### src/rtl/conf_load_sequencer_pkg.sv
// Shared definitions for the configuration loader: register file size,
// well-known register indices, FSM state encoding and the range check.
package conf_pkg;

  localparam int unsigned CONF_REGISTERS_SIZE = 32;

  localparam int unsigned MEMORY_POINTER_FC        = 0;
  localparam int unsigned FIRST_INDEX_FC_LOG       = 1;
  localparam int unsigned EXECUTION_FRAME_BY_FRAME = 2;

  typedef enum logic [1:0] {
    IDLE  = 2'd0,
    READ  = 2'd1,
    WRITE = 2'd2,
    DONE  = 2'd3
  } state_t;

  // True when registers first..first+num-1 all exist in a file of 'size' entries.
  function automatic logic span_fits(input logic [4:0] first,
                                     input logic [5:0] num,
                                     input int unsigned size);
    return (32'(first) + 32'(num)) <= size;
  endfunction

endpackage

### src/rtl/conf_load_sequencer_if.sv
// Bus bundle of the loader: host single-write port, config memory read
// port and the register-file write port. master = sequencer side.
interface conf_load_sequencer_if #(
  parameter int unsigned MEM_ADDR_W = 16,
  parameter int unsigned DATA_W     = 32
);

  logic                  host_req;
  logic [31:0]           host_addr;
  logic [DATA_W-1:0]     host_data;
  logic                  host_gnt;

  logic                  mem_rd_en;
  logic [MEM_ADDR_W-1:0] mem_addr;
  logic [DATA_W-1:0]     mem_rd_data;

  logic                  wr_en_ext;
  logic [31:0]           wr_addr_ext;
  logic [DATA_W-1:0]     wr_data_ext;

  modport master (
    input  host_req, host_addr, host_data, mem_rd_data,
    output host_gnt, mem_rd_en, mem_addr, wr_en_ext, wr_addr_ext, wr_data_ext
  );

  modport slave (
    output host_req, host_addr, host_data, mem_rd_data,
    input  host_gnt, mem_rd_en, mem_addr, wr_en_ext, wr_addr_ext, wr_data_ext
  );

endinterface

### src/rtl/conf_load_sequencer.sv
// Bulk loader for the configuration register file. Reads num_regs words
// from config memory starting at base_addr and writes them to registers
// first_reg.. through the file's single write port, which it shares with
// host single writes. The host may use every cycle except WRITE, because
// the loader's own write lands in the cycle after WRITE.
module conf_load_sequencer
  import conf_pkg::state_t, conf_pkg::IDLE, conf_pkg::READ,
         conf_pkg::WRITE, conf_pkg::DONE, conf_pkg::span_fits;
#(
  parameter int unsigned CONF_REGISTERS_SIZE = conf_pkg::CONF_REGISTERS_SIZE,
  parameter int unsigned MEM_ADDR_W          = 16,
  parameter int unsigned DATA_W              = 32
) (
  input  logic                  clk,
  input  logic                  reset,
  input  logic                  start,
  input  logic [MEM_ADDR_W-1:0] base_addr,
  input  logic [4:0]            first_reg,
  input  logic [5:0]            num_regs,
  output logic                  busy,
  output logic                  done,
  output logic                  err,
  conf_load_sequencer_if.master bus
);

  state_t                state_q, state_d;
  logic [MEM_ADDR_W-1:0] base_q;
  logic [4:0]            first_q;
  logic [5:0]            num_q;
  logic [5:0]            k_q;

  logic                  accept;
  logic                  range_err;
  logic                  host_oob;
  logic                  host_wr;
  logic [5:0]            loader_idx;

  assign loader_idx    = 6'(first_q) + k_q;
  assign bus.host_gnt  = bus.host_req && (state_q != WRITE);
  assign host_oob      = bus.host_gnt && (bus.host_addr >= 32'(CONF_REGISTERS_SIZE));
  assign host_wr       = bus.host_gnt && !host_oob;
  assign bus.mem_rd_en = (state_q == READ);
  assign bus.mem_addr  = (state_q == READ) ? base_q + MEM_ADDR_W'(k_q) : '0;
  assign busy          = (state_q == READ) || (state_q == WRITE);
  assign done          = (state_q == DONE);

  // State register.
  always_ff @(posedge clk or negedge reset) begin
    if (!reset) state_q <= IDLE;
    else        state_q <= state_d;
  end

  // Next-state logic, start acceptance and range check.
  always_comb begin
    state_d   = state_q;
    accept    = 1'b0;
    range_err = 1'b0;
    case (state_q)
      IDLE: begin
        if (start) begin
          accept = 1'b1;
          if (num_regs == '0) begin
            state_d = DONE;
          end else if (!span_fits(first_reg, num_regs, CONF_REGISTERS_SIZE)) begin
            range_err = 1'b1;
            state_d   = DONE;
          end else begin
            state_d = READ;
          end
        end
      end
      READ:    state_d = WRITE;
      WRITE:   state_d = (k_q == num_q - 6'd1) ? DONE : READ;
      DONE:    state_d = IDLE;
      default: state_d = IDLE;
    endcase
  end

  // Load parameters latched at acceptance; word counter advances per WRITE.
  always_ff @(posedge clk or negedge reset) begin
    if (!reset) begin
      base_q  <= '0;
      first_q <= '0;
      num_q   <= '0;
      k_q     <= '0;
    end else if (accept) begin
      base_q  <= base_addr;
      first_q <= first_reg;
      num_q   <= num_regs;
      k_q     <= '0;
    end else if (state_q == WRITE) begin
      k_q <= k_q + 6'd1;
    end
  end

  // Sticky error: an accepted start restarts it from its own range check.
  always_ff @(posedge clk or negedge reset) begin
    if (!reset)        err <= 1'b0;
    else if (accept)   err <= range_err | host_oob;
    else if (host_oob) err <= 1'b1;
  end

  // Register-file write stage; address/data hold when no write is issued.
  always_ff @(posedge clk or negedge reset) begin
    if (!reset) begin
      bus.wr_en_ext   <= 1'b0;
      bus.wr_addr_ext <= '0;
      bus.wr_data_ext <= '0;
    end else begin
      bus.wr_en_ext <= 1'b0;
      if (state_q == WRITE) begin
        bus.wr_en_ext   <= 1'b1;
        bus.wr_addr_ext <= 32'(loader_idx);
        bus.wr_data_ext <= bus.mem_rd_data;
      end else if (host_wr) begin
        bus.wr_en_ext   <= 1'b1;
        bus.wr_addr_ext <= bus.host_addr;
        bus.wr_data_ext <= bus.host_data;
      end
    end
  end

endmodule
### src/flat_wrapper.sv
// flat-port wrapper written by rule: the top's interface ports become plain ports
module conf_load_sequencer_flat import conf_pkg::state_t, conf_pkg::IDLE, conf_pkg::READ,
         conf_pkg::WRITE, conf_pkg::DONE, conf_pkg::span_fits;
#(
  parameter int unsigned CONF_REGISTERS_SIZE = conf_pkg::CONF_REGISTERS_SIZE,
  parameter int unsigned MEM_ADDR_W          = 16,
  parameter int unsigned DATA_W              = 32
)
  (clk, reset, start, base_addr, first_reg, num_regs, busy, done, err, bus_host_req, bus_host_addr, bus_host_data, bus_mem_rd_data, bus_host_gnt, bus_mem_rd_en, bus_mem_addr, bus_wr_en_ext, bus_wr_addr_ext, bus_wr_data_ext);
  conf_load_sequencer_if #(.MEM_ADDR_W(MEM_ADDR_W), .DATA_W(DATA_W)) bus_i ();
  input  logic clk;
  input  logic reset;
  input  logic start;
  input  logic [MEM_ADDR_W-1:0] base_addr;
  input  logic [4:0] first_reg;
  input  logic [5:0] num_regs;
  output logic busy;
  output logic done;
  output logic err;
  input wire logic [$bits(bus_i.host_req)-1:0] bus_host_req;
  input wire logic [$bits(bus_i.host_addr)-1:0] bus_host_addr;
  input wire logic [$bits(bus_i.host_data)-1:0] bus_host_data;
  input wire logic [$bits(bus_i.mem_rd_data)-1:0] bus_mem_rd_data;
  output wire logic [$bits(bus_i.host_gnt)-1:0] bus_host_gnt;
  output wire logic [$bits(bus_i.mem_rd_en)-1:0] bus_mem_rd_en;
  output wire logic [$bits(bus_i.mem_addr)-1:0] bus_mem_addr;
  output wire logic [$bits(bus_i.wr_en_ext)-1:0] bus_wr_en_ext;
  output wire logic [$bits(bus_i.wr_addr_ext)-1:0] bus_wr_addr_ext;
  output wire logic [$bits(bus_i.wr_data_ext)-1:0] bus_wr_data_ext;
  assign bus_i.host_req = bus_host_req;
  assign bus_i.host_addr = bus_host_addr;
  assign bus_i.host_data = bus_host_data;
  assign bus_i.mem_rd_data = bus_mem_rd_data;
  assign bus_host_gnt = bus_i.host_gnt;
  assign bus_mem_rd_en = bus_i.mem_rd_en;
  assign bus_mem_addr = bus_i.mem_addr;
  assign bus_wr_en_ext = bus_i.wr_en_ext;
  assign bus_wr_addr_ext = bus_i.wr_addr_ext;
  assign bus_wr_data_ext = bus_i.wr_data_ext;
  conf_load_sequencer #(.CONF_REGISTERS_SIZE(CONF_REGISTERS_SIZE), .MEM_ADDR_W(MEM_ADDR_W), .DATA_W(DATA_W)) u_core (.clk(clk), .reset(reset), .start(start), .base_addr(base_addr), .first_reg(first_reg), .num_regs(num_regs), .busy(busy), .done(done), .err(err), .bus(bus_i));
endmodule
### config.mk
export PLATFORM = sky130hd
export DESIGN_NAME = conf_load_sequencer_flat
export DESIGN_NICKNAME = d
export VERILOG_FILES = /design/src/rtl/conf_load_sequencer_pkg.sv /design/src/rtl/conf_load_sequencer_if.sv /design/src/rtl/conf_load_sequencer.sv /design/src/flat_wrapper.sv
export SDC_FILE = /design/constraint.sdc
export NUM_CORES = 1
export LEC_CHECK = 0
export ABC_AREA = 1
export CAP_MARGIN = 20
export CORE_ASPECT_RATIO = 0.8
export CORE_MARGIN = 3
export CORE_UTILIZATION = 45
export DETAILED_ROUTE_END_ITERATION = 10
export PLACE_DENSITY = 0.89
export SYNTH_ARGS = -nofsm -noshare
export SYNTH_HDL_FRONTEND = slang
export SYNTH_SLANG_ARGS = --single-unit
### constraint.sdc
create_clock -name clk -period 2.85 [get_ports clk]
set_clock_uncertainty 0.2 [all_clocks]
set_input_delay 0.4275 -clock clk [delete_from_list [all_inputs] [get_ports clk]]
set_output_delay 0.4275 -clock clk [all_outputs]
set_load 0.05 [all_outputs]
==> flow_summary_export.csv <==
group,metric,value,unit
drt,drc,0,
synthesis,synth_edf_count,0,
final_layout,drive_above_1_share,9.03,%
clocking,cts_buffers,9,
placed_design,gp_congestion,0.874,
final_layout,n_antenna_cell,0,
final_layout,area_growth,51.5,%
synthesis,synth_cell_types,34,
floorplan,io_pins,213,
synthesis,seq_area_frac_synth,44.8,%
drt,routed_wirelength,16100,um
final_layout,stdcell_count,1163,
floorplan,die_area,13900,um^2
sta,rsz0062_at_grt,"true",
sta,fin_crit,2.78,ns
sta,min_period_over_period,97.6,%
power,sw_frac_of_total,48.5,%
sta,setup_viol,0,
setup_path,crit_path_cell_trace,"ha_2 -> fa_2 -> nand3_2 -> nand3_4 -> nand2_4 -> nand2_2 -> nand2_4 -> buf_4 -> nand2_1 -> nor2_2 -> buf_12",
global_route,grt_max_degree,53,
floorplan,rows,35,
synthesis,synth.most_common_cell,"nand2_1",
synthesis,async_flop_share,100,%
synthesis,synth_seq_cells,101,
setup_path,startpoint_type,"register",
drt,wl_met3,1310,um
status,status,"complete, no violations",
clocking,clk_latency,0.33,ns
sta,hold_violations,0,
clocking,cts_sinks,101,
placed_design,placedCellCount,1141,
setup_path,crit_buf_inv,2,
placed_design,placed_cell_area,8090,um^2
min_path,hp-class,"register to register",
power,combPwrFrac,60.1,%
setup_path,path_common_cell,"nand2_4",
synthesis,syn_area,5640,um^2
power,power.total,8.68,mW
power,p_int,4.47,mW
setup_path,slowest_stage,"dfrtp_1",
synthesis,yosys_warnings,0,
power,p_leak,4.22,nW
global_route,grt_pass1_wl,26300,um
sta,worstMarginPinSlew,0.665,ns
drt,firstDrtPassIters,4,
placed_design,hpwl,12000,um
placed_design,pre_cts_ws,0.256,ns
global_route,grt_overflow,0,
sta,timing.hold.ws,0.292,ns
setup_path,crit_family,"simple AND/OR/NAND/NOR gates",
setup_path,cp_max_fo,4,
sta,max-slew-margin-rel,55.6,%
final_layout,final_area,8540,um^2
drt,wire_per_inst,13.8,um
drt,drt-initial-drc-count,259,
global_route,grt_pass1_vias,5382,
power,clockPowerShare,13.4,%
clocking,cts-htree-levels,3,
drt,viasPerCell,4.81,
synthesis,synth_ff_type,"dfrtp_1",
synthesis,syn_inst,777,
synthesis,syn-mean-instance-area,7.26,um^2
clocking,cts-root-buf,"clkbuf_16",
final_layout,n_fill_cell,913,
power,power_frac_seq,26.6,%
synthesis,synth_top_area_share,44.8,%
sta,maxSlewViolCount,0,
sta,fmax,360,MHz
clocking,clkTransAtPathRegs,0.07,ns
clocking,cts_tree,"built",
drt,vias,5591,
setup_path,crit_type,"register to output pin",
drt,wl_met1,7000,um
global_route,antenna_found_initial,0,
setup_path,critPathRequiredTime,2.22,ns
power,ir_drop,0.000734,V
floorplan,die_w,131,um
power,switchingPower,4.21,mW
sta,setup_slack,0.0692,ns
power,p_per_area,1020,nW/um^2
run,maxCapViolCount,0,
clocking,clockBufferDepth,2,
final_layout,nets,1145,
synthesis,synth_nets,930,
setup_path,slowest_delay,0.39,ns
floorplan,die_h,106,um
floorplan,start_util,47.5,%
floorplan,core_area,11900,um^2
setup_path,arrival,2.15,ns
drt,dr_wl_met2,7570,um
drt,ant_nets,0,
global_route,grt_usage,22.7,%
sta,tns,0,ns
synthesis,yosys.area.top_type,"dfrtp_1",
placed_design,portBuffers,212,
synthesis,yosys-top-cells-area,"dfrtp_1 45%, nand2_1 22%, nand3_1 5.1%",
synthesis,synth_top_cells_by_count,"324 x nand2_1, 101 x dfrtp_1, 75 x inv_1",
final_layout,final_util,72.0,%
setup_path,end_kind,"output pin",
drt,highest_layer,"met4",
layout by cell type, fill, tap and decap left out, types with 17 or more instances in the layout:
master	count
inv_1	75
a21oi_1	20
clkdlybuf4s50_1	193
nor2_1	69
o21ai_0	22
dfrtp_1	99
ha_1	17
nand3_1	55
nand2_1	320
buf_4	22
registers in the layout (all words and copies together) (netlist names):
register and count:
u_core.state_q 2, u_core.k_q 6, u_core.bus.wr_en_ext 1, u_core.num_q 6, u_core.first_q 5, u_core.bus.wr_data_ext 32
u_core.base_q 16, u_core.bus.wr_addr_ext 32, u_core.err 1
logic make-up after synthesis:
group                    after synthesis  synth area share (%)
adder cells (fa/ha/maj)               26                  6.17
buffers and inverters                106                  7.85
AO/OA/AOI/OAI                         56                  5.55
AND/OR/NAND/NOR                      482                  34.7
XOR/XNOR                               6                 0.932
flip-flops                           101                  44.8
power by group through the flow:
stage / clock, mW / sequential [mW] / combinational [mW]
after floorplan: 0 / 3.15 / 2.43
after global placement: 0 / 2.27 / 5.03
after detailed placement: 0 / 2.30 / 5.07
after CTS: 1.20 / 2.29 / 5.13
after global routing: 1.26 / 2.37 / 5.67
final: 1.16 / 2.31 / 5.21
layer usage:
| metal | track usage [%] | vias to the layer above |
|---|---|---|
| met5 | 0 | - |
| met4 | 4.80 | 0 |
| met3 | 7.33 | 15 |
| met2 | 38.5 | 185 |
| met1 | 28.6 | 2542 |
| li1 | - | 2849 |
final cells by class:
cell class	instances	area, um^2	area share [%]
clock buffer	10	229	2.68
clock inverter	6	55.1	0.644
inverter	77	289	3.38
multi-input combinational	570	2790	32.7
sequential	101	2530	29.6
tap	166	208	2.43
timing repair buffer	233	2440	28.6
tightest hold or removal path, stage by stage, from the launching register on:
cell	delay, ns
dfrtp_1	0.38
inv_1	0.05
nor2_1	0.03
worst paths after layout:
check / startpoint / endpoint / slack (ns) / cells past startpoint
worst min-delay path: u_core.bus.wr_addr_ext[18] / u_core.bus.wr_addr_ext[18] / 0.29 / 2
min in group asynchronous: reset / u_core.err / 0.48 / 2
worst max register to register: u_core.k_q[0] / u_core.bus.wr_addr_ext[4] / 0.57 / 12
worst max-delay path: u_core.k_q[0] / bus_mem_addr[8] / 0.07 / 11
max in group asynchronous: reset / u_core.base_q[4] / 1.29 / 3
worst min register to register: u_core.bus.wr_addr_ext[18] / u_core.bus.wr_addr_ext[18] / 0.29 / 2
timing repair:
action                                 CTS  global route
setup endpoints to repair                8            12
hold buffers                             1             0
setup buffers                            0             5
resized for setup                        8            22
endpoints found under the hold margin   49             0
pin swaps                                1             3
Power figures use the tool's default switching activity.
